[src/rtl/rf_sequencer.sv]
// rf_sequencer: command-driven micro-op sequencer that drives the 8-entry register file control word.
// Define RF_SEQ_SWAP_EN to implement SWAP (dst <-> src through scratch S4); otherwise opcode 110 is illegal.
module rf_sequencer #(
    parameter int DATA_W = 16
) (
    input  logic              Clock,
    input  logic              Reset,
    input  logic              CmdValid,
    output logic              CmdReady,
    input  logic [2:0]        CmdOp,
    input  logic [2:0]        CmdDst,
    input  logic [2:0]        CmdSrc,
    input  logic [DATA_W-1:0] CmdImm,
    input  logic [2:0]        ObsSel,
    input  logic [DATA_W-1:0] RfOutA,
    output logic [DATA_W-1:0] I,
    output logic [2:0]        FunSel,
    output logic [3:0]        RegSel,
    output logic [3:0]        ScrSel,
    output logic [2:0]        OutASel,
    output logic [2:0]        OutBSel,
    output logic              Done,
    output logic              Err
);
    localparam logic [2:0] FS_DEC  = 3'b000;
    localparam logic [2:0] FS_INC  = 3'b001;
    localparam logic [2:0] FS_LOAD = 3'b010;
    localparam logic [2:0] FS_CLR  = 3'b011;

    typedef enum logic [2:0] {
        IDLE,
        EXEC
`ifdef RF_SEQ_SWAP_EN
        , SW1, SW2, SW3
`endif
    } state_t;

    state_t            state_q;
    logic [7:0]        en_q;
    logic [2:0]        fun_q;
    logic [2:0]        outa_q;
    logic [2:0]        outb_q;
    logic [DATA_W-1:0] imm_q;
    logic              use_a_q;
    logic              done_q;
    logic              err_q;
`ifdef RF_SEQ_SWAP_EN
    logic [2:0]        dst_q;
    logic [2:0]        src_q;
`endif

    // Active-low enable vector {RegSel, ScrSel} with only register k enabled.
    function automatic logic [7:0] en_n(input logic [2:0] k);
        return ~(8'd1 << (3'd7 - k));
    endfunction

    // Sequencer FSM; every control-word field is registered so it is stable for the whole execute cycle.
    always_ff @(posedge Clock or posedge Reset) begin
        if (Reset) begin
            state_q <= IDLE;
            en_q    <= '1;
            fun_q   <= FS_DEC;
            outa_q  <= '0;
            outb_q  <= '0;
            imm_q   <= '0;
            use_a_q <= 1'b0;
            done_q  <= 1'b0;
            err_q   <= 1'b0;
`ifdef RF_SEQ_SWAP_EN
            dst_q   <= '0;
            src_q   <= '0;
`endif
        end else begin
            outb_q  <= ObsSel;
            en_q    <= '1;
            fun_q   <= FS_DEC;
            outa_q  <= '0;
            imm_q   <= '0;
            use_a_q <= 1'b0;
            done_q  <= 1'b0;
            err_q   <= 1'b0;
            case (state_q)
                IDLE: if (CmdValid) begin
`ifdef RF_SEQ_SWAP_EN
                    dst_q <= CmdDst;
                    src_q <= CmdSrc;
                    if (CmdOp == 3'b110 && CmdDst != CmdSrc) begin
                        state_q <= SW1;
                        en_q    <= en_n(3'd7);
                        fun_q   <= FS_LOAD;
                        outa_q  <= CmdDst;
                        use_a_q <= 1'b1;
                    end else
`endif
                    begin
                        state_q <= EXEC;
                        done_q  <= 1'b1;
                        case (CmdOp)
                            3'b000: ;
                            3'b001: begin
                                en_q  <= en_n(CmdDst);
                                fun_q <= FS_LOAD;
                                imm_q <= CmdImm;
                            end
                            3'b010: begin
                                en_q    <= en_n(CmdDst);
                                fun_q   <= FS_LOAD;
                                outa_q  <= CmdSrc;
                                use_a_q <= 1'b1;
                            end
                            3'b011: begin
                                en_q  <= en_n(CmdDst);
                                fun_q <= FS_INC;
                            end
                            3'b100: begin
                                en_q  <= en_n(CmdDst);
                                fun_q <= FS_DEC;
                            end
                            3'b101: begin
                                en_q  <= en_n(CmdDst);
                                fun_q <= FS_CLR;
                            end
`ifdef RF_SEQ_SWAP_EN
                            3'b110: ;
`endif
                            default: begin
                                done_q <= 1'b0;
                                err_q  <= 1'b1;
                            end
                        endcase
                    end
                end
                EXEC: state_q <= IDLE;
`ifdef RF_SEQ_SWAP_EN
                SW1: begin
                    state_q <= SW2;
                    en_q    <= en_n(dst_q);
                    fun_q   <= FS_LOAD;
                    outa_q  <= src_q;
                    use_a_q <= 1'b1;
                end
                SW2: begin
                    state_q <= SW3;
                    en_q    <= en_n(src_q);
                    fun_q   <= FS_LOAD;
                    outa_q  <= 3'd7;
                    use_a_q <= 1'b1;
                    done_q  <= 1'b1;
                end
                SW3: state_q <= IDLE;
`endif
                default: state_q <= IDLE;
            endcase
        end
    end

    assign CmdReady = (state_q == IDLE);
    assign I        = use_a_q ? RfOutA : imm_q;
    assign FunSel   = fun_q;
    assign RegSel   = en_q[7:4];
    assign ScrSel   = en_q[3:0];
    assign OutASel  = outa_q;
    assign OutBSel  = outb_q;
    assign Done     = done_q;
    assign Err      = err_q;
endmodule
[config.mk]
export PLATFORM = sky130hd
export DESIGN_NAME = rf_sequencer
export DESIGN_NICKNAME = d
export VERILOG_FILES = /design/src/rtl/rf_sequencer.sv
export SDC_FILE = /design/constraint.sdc
export NUM_CORES = 1
export LEC_CHECK = 0
export ABC_CLOCK_PERIOD_IN_PS = 1400
export BUFFER_PORTS_ARGS = -buffer_cell sky130_fd_sc_hd__buf_2
export CORE_MARGIN = 3
export CORE_UTILIZATION = 44
export DETAILED_ROUTE_END_ITERATION = 10
export GPL_ROUTABILITY_DRIVEN = 0
export GPL_TIMING_DRIVEN = 1
export PLACE_DENSITY_LB_ADDON = 0.15
export SETUP_SLACK_MARGIN = 0.15
export SYNTH_ARGS = -nofsm -noshare
export SYNTH_HDL_FRONTEND = slang
export SYNTH_SLANG_ARGS = --single-unit
[constraint.sdc]
create_clock -name Clock -period 1.4 [get_ports Clock]
set_clock_uncertainty 0.05 [all_clocks]
set_input_delay 0.07 -clock Clock [delete_from_list [all_inputs] [get_ports Clock]]
set_output_delay 0.07 -clock Clock [all_outputs]
set_load 0.02 [all_outputs]
==> results.sh <==
export IMPL_dieArea_um2=4220
export IMPL_num_vias=1347
export IMPL_layout_nets=289
export IMPL_r2r_start="state_q[0]$_DFFE_PP0P_"
export IMPL_grt_overflow=0
export IMPL_regToRegSetupSlack_ps=190
export IMPL_dp_cells=247
export IMPL_post_dp_hpwl_um=2390
export IMPL_gr_usage_all_layers_pct=19.0
export IMPL_regArea_um2=912
export IMPL_ir_drop_mv=0.596
export IMPL_startpoint_type="flop"
export IMPL_multi_input_area_um2=563
export IMPL_dp_worst_setup_slack_ps=105
export IMPL_syn_area_um2=1530
export IMPL_yosys_register_bits=36
export IMPL_hp_class="input pin to flop"
export IMPL_setup_ws_ps=-104
export IMPL_vias_per_cell=4.71
export IMPL_clock_latency_ps=330
export IMPL_critPathKind="flop to primary output"
export IMPL_arrival_ps=1380
export IMPL_cts_sinks=36
export IMPL_first_global_vias=1332
export IMPL_violations="negative setup slack"
export IMPL_max_freq_ghz=0.665
export IMPL_cts_max_path_buffers=2
export IMPL_cts_buffers=5
export IMPL_grt_pass1_wl_um=6040
export IMPL_grt_setup_unrepaired="true"
export IMPL_cts_root_buf="clkbuf_4"
export IMPL_core_area_um2=3180
export IMPL_worstPathRequired_ps=1280
export IMPL_layout_cells_non_filler=286
export IMPL_finalHoldViolCount=0
export IMPL_stdcell_area_um2=2400
export IMPL_whs_endpoint="Done$_DFF_PP0_"
export IMPL_synth_warnings=0
export IMPL_grt_max_degree=18
export IMPL_synthDistinctLibCells=25
export IMPL_port_buffers=81
export IMPL_syn_area_per_cell_um2=12.0
export IMPL_cp_end_kind="primary output"
export IMPL_p_per_area_nw_per_um2=805
export IMPL_final_setup_viol_count=16
export IMPL_fin_crit_sh_pct=107
export IMPL_diodes=0
export IMPL_initial_core_util_pct=48.1
export IMPL_final_fill_count=244
export IMPL_io_pins=83
export IMPL_syn_num_nets=175
export IMPL_clk_pin_slew_ps=100
export IMPL_antenna_found_initial=0
export IMPL_drive_gt1_share_pct=55.4
export IMPL_p_leak_nw=1.27
export IMPL_p_total_mw=1.93
export IMPL_wirelength_um=3810
export IMPL_first_pass_iters=4
export IMPL_syn_inst=127
export IMPL_path_max_fanout=16
export IMPL_synth_seq_area_share_pct=59.5
export IMPL_dpl_cell_area_um2=1970
export IMPL_report_final_slew_viol_count=0
export IMPL_max_cap_violations=0
export IMPL_hold_depth=3
export IMPL_wl_per_cell_um=13.3
export IMPL_drc=0
export IMPL_num_rows=20
export IMPL_status="finished, violations left"
export IMPL_r2r_cells=3
export IMPL_min_period_ps=1500
export IMPL_die_h_um=65.0
export IMPL_finalSetupTns_ps=-1400
export IMPL_min_from="CmdOp[1]"
export IMPL_fp_dieW_um=65.0
export IMPL_area_delta_synth_final_pct=57.1
export IMPL_tritoncts="built"
export IMPL_htree_levels=2
export IMPL_r2r_end="en_q[4]$_DFF_PP1_"
export IMPL_drt_iter0_markers=36
export IMPL_ant_nets=0
## power by group
| group | switching, mW | total, mW | internal, mW |
|---|---|---|---|
| clock | 0.320 | 0.504 | 0.184 |
| combinational | 0.177 | 0.354 | 0.177 |
| sequential | 0.00946 | 1.08 | 1.07 |
| total | 0.507 | 1.93 | 1.43 |
## metrics by stage
step / utilization [%] / hold WS (ps)
finish: 75.6 / 83.7
global route: 75.6 / 67.1
CTS: 73.9 / 55.6
detailed placement: 62.0 / 52.2
global placement: 62.0 / 40.5
floorplan: - / 51.4
## final cells by class
type	count	share of cell area, %
multi-input cells	63	23.4
inverters	23	3.59
clock buffers	5	1.56
clock inverters	3	0.573
repair buffers	112	30.6
well taps	44	2.29
flip-flops and latches	36	37.9
## synth_stat cells
library cell	number	share of area, %
o22ai_1	1	0.41
nor4bb_1	2	1.3
buf_6	2	1.5
and3_1	1	0.41
inv_1	23	5.6
dfstp_2	8	14
nor3_1	17	5.6
xor2_1	1	0.57
ha_1	1	0.82
dfrtp_1	28	46
buf_4	1	0.49
or2b_1	1	0.49
nor3b_2	1	0.82
and2_1	1	0.41
buf_1	1	0.25
nor3_2	2	1.3
buf_2	4	1.3
and4b_1	1	0.65
conb_1	1	0.25
nor2_1	2	0.49
o211ai_1	8	3.9
nor4b_1	1	0.57
mux2_2	16	12
nand2b_1	2	0.82
or3b_4	1	0.74
## metal layers
metal	up-vias	part of all wire (%)	global-route usage [%]
li1	652	-	-
met1	632	36	21.1
met2	56	55	35.0
met3	7	7.5	3.47
met4	0	1.5	8.44
met5	-	0	0
## cells in the final DEF (no fill, tap or decap), types with 2 or more instances in the layout
| cell type | instances |
|---|---|
| dfrtp_1 | 27 |
| nor3_1 | 13 |
| clkbuf_4 | 5 |
| nor3_2 | 6 |
| inv_2 | 2 |
| inv_1 | 21 |
| buf_6 | 2 |
| clkinv_2 | 2 |
| mux2_2 | 16 |
| dfstp_2 | 8 |
| dlygate4sd3_1 | 27 |
| buf_2 | 77 |
| nor2_1 | 2 |
| or3b_4 | 4 |
| o211ai_1 | 8 |
| buf_4 | 5 |
## critical path, stage by stage (launching register included)
cell	delay (ps)
dfrtp_1	380
buf_12	160
mux2_2	350
buf_4	160
## state kept, by name, summed over array words and instances, names as in the netlist
signal,flops
OutBSel,3
use_a_q,1
state_q,1
OutASel,3
en_q,8
imm_q,16
Done,1
FunSel,2
Err,1
## worst max path at each step
| stage | start | slack [ps] | end | depth (start not counted) |
|---|---|---|---|---|
| 6_report | use_a_q$_DFF_PP0_ | -100 | I[1] | 3 |
| 3_3_place_gp | state_q[0]$_DFFE_PP0P_ | 160 | OutASel[2]$_DFF_PP0_ | 2 |
| 3_5_place_dp | state_q[0]$_DFFE_PP0P_ | 110 | OutASel[2]$_DFF_PP0_ | 2 |
| 4_1_cts | use_a_q$_DFF_PP0_ | -120 | I[1] | 3 |
| 5_1_grt | use_a_q$_DFF_PP0_ | -170 | I[10] | 3 |
| 2_1_floorplan | use_a_q$_DFF_PP0_ | 200 | I[10] | 3 |
## repair_timing
action,CTS,global route
hold buffers,27,0
gates resized for setup,8,13
endpoints found under the setup margin,35,32
gates cloned,2,1
setup buffers,1,0
hold endpoints to repair,33,0
pin swaps,1,2
## cells by family after synthesis
family | Yosys count | share of synthesized area (%)
flip-flops | 36 | 59.5
AND/OR/NAND/NOR | 32 | 13.6
buffers and inverters | 31 | 9.16
multiplexers | 16 | 11.8
AO/OA/AOI/OAI | 9 | 4.33
adder cells (fa/ha/maj) | 1 | 0.818
other | 1 | 0.245
XOR/XNOR | 1 | 0.572
Note: power is estimated with default switching activity, not from simulation.
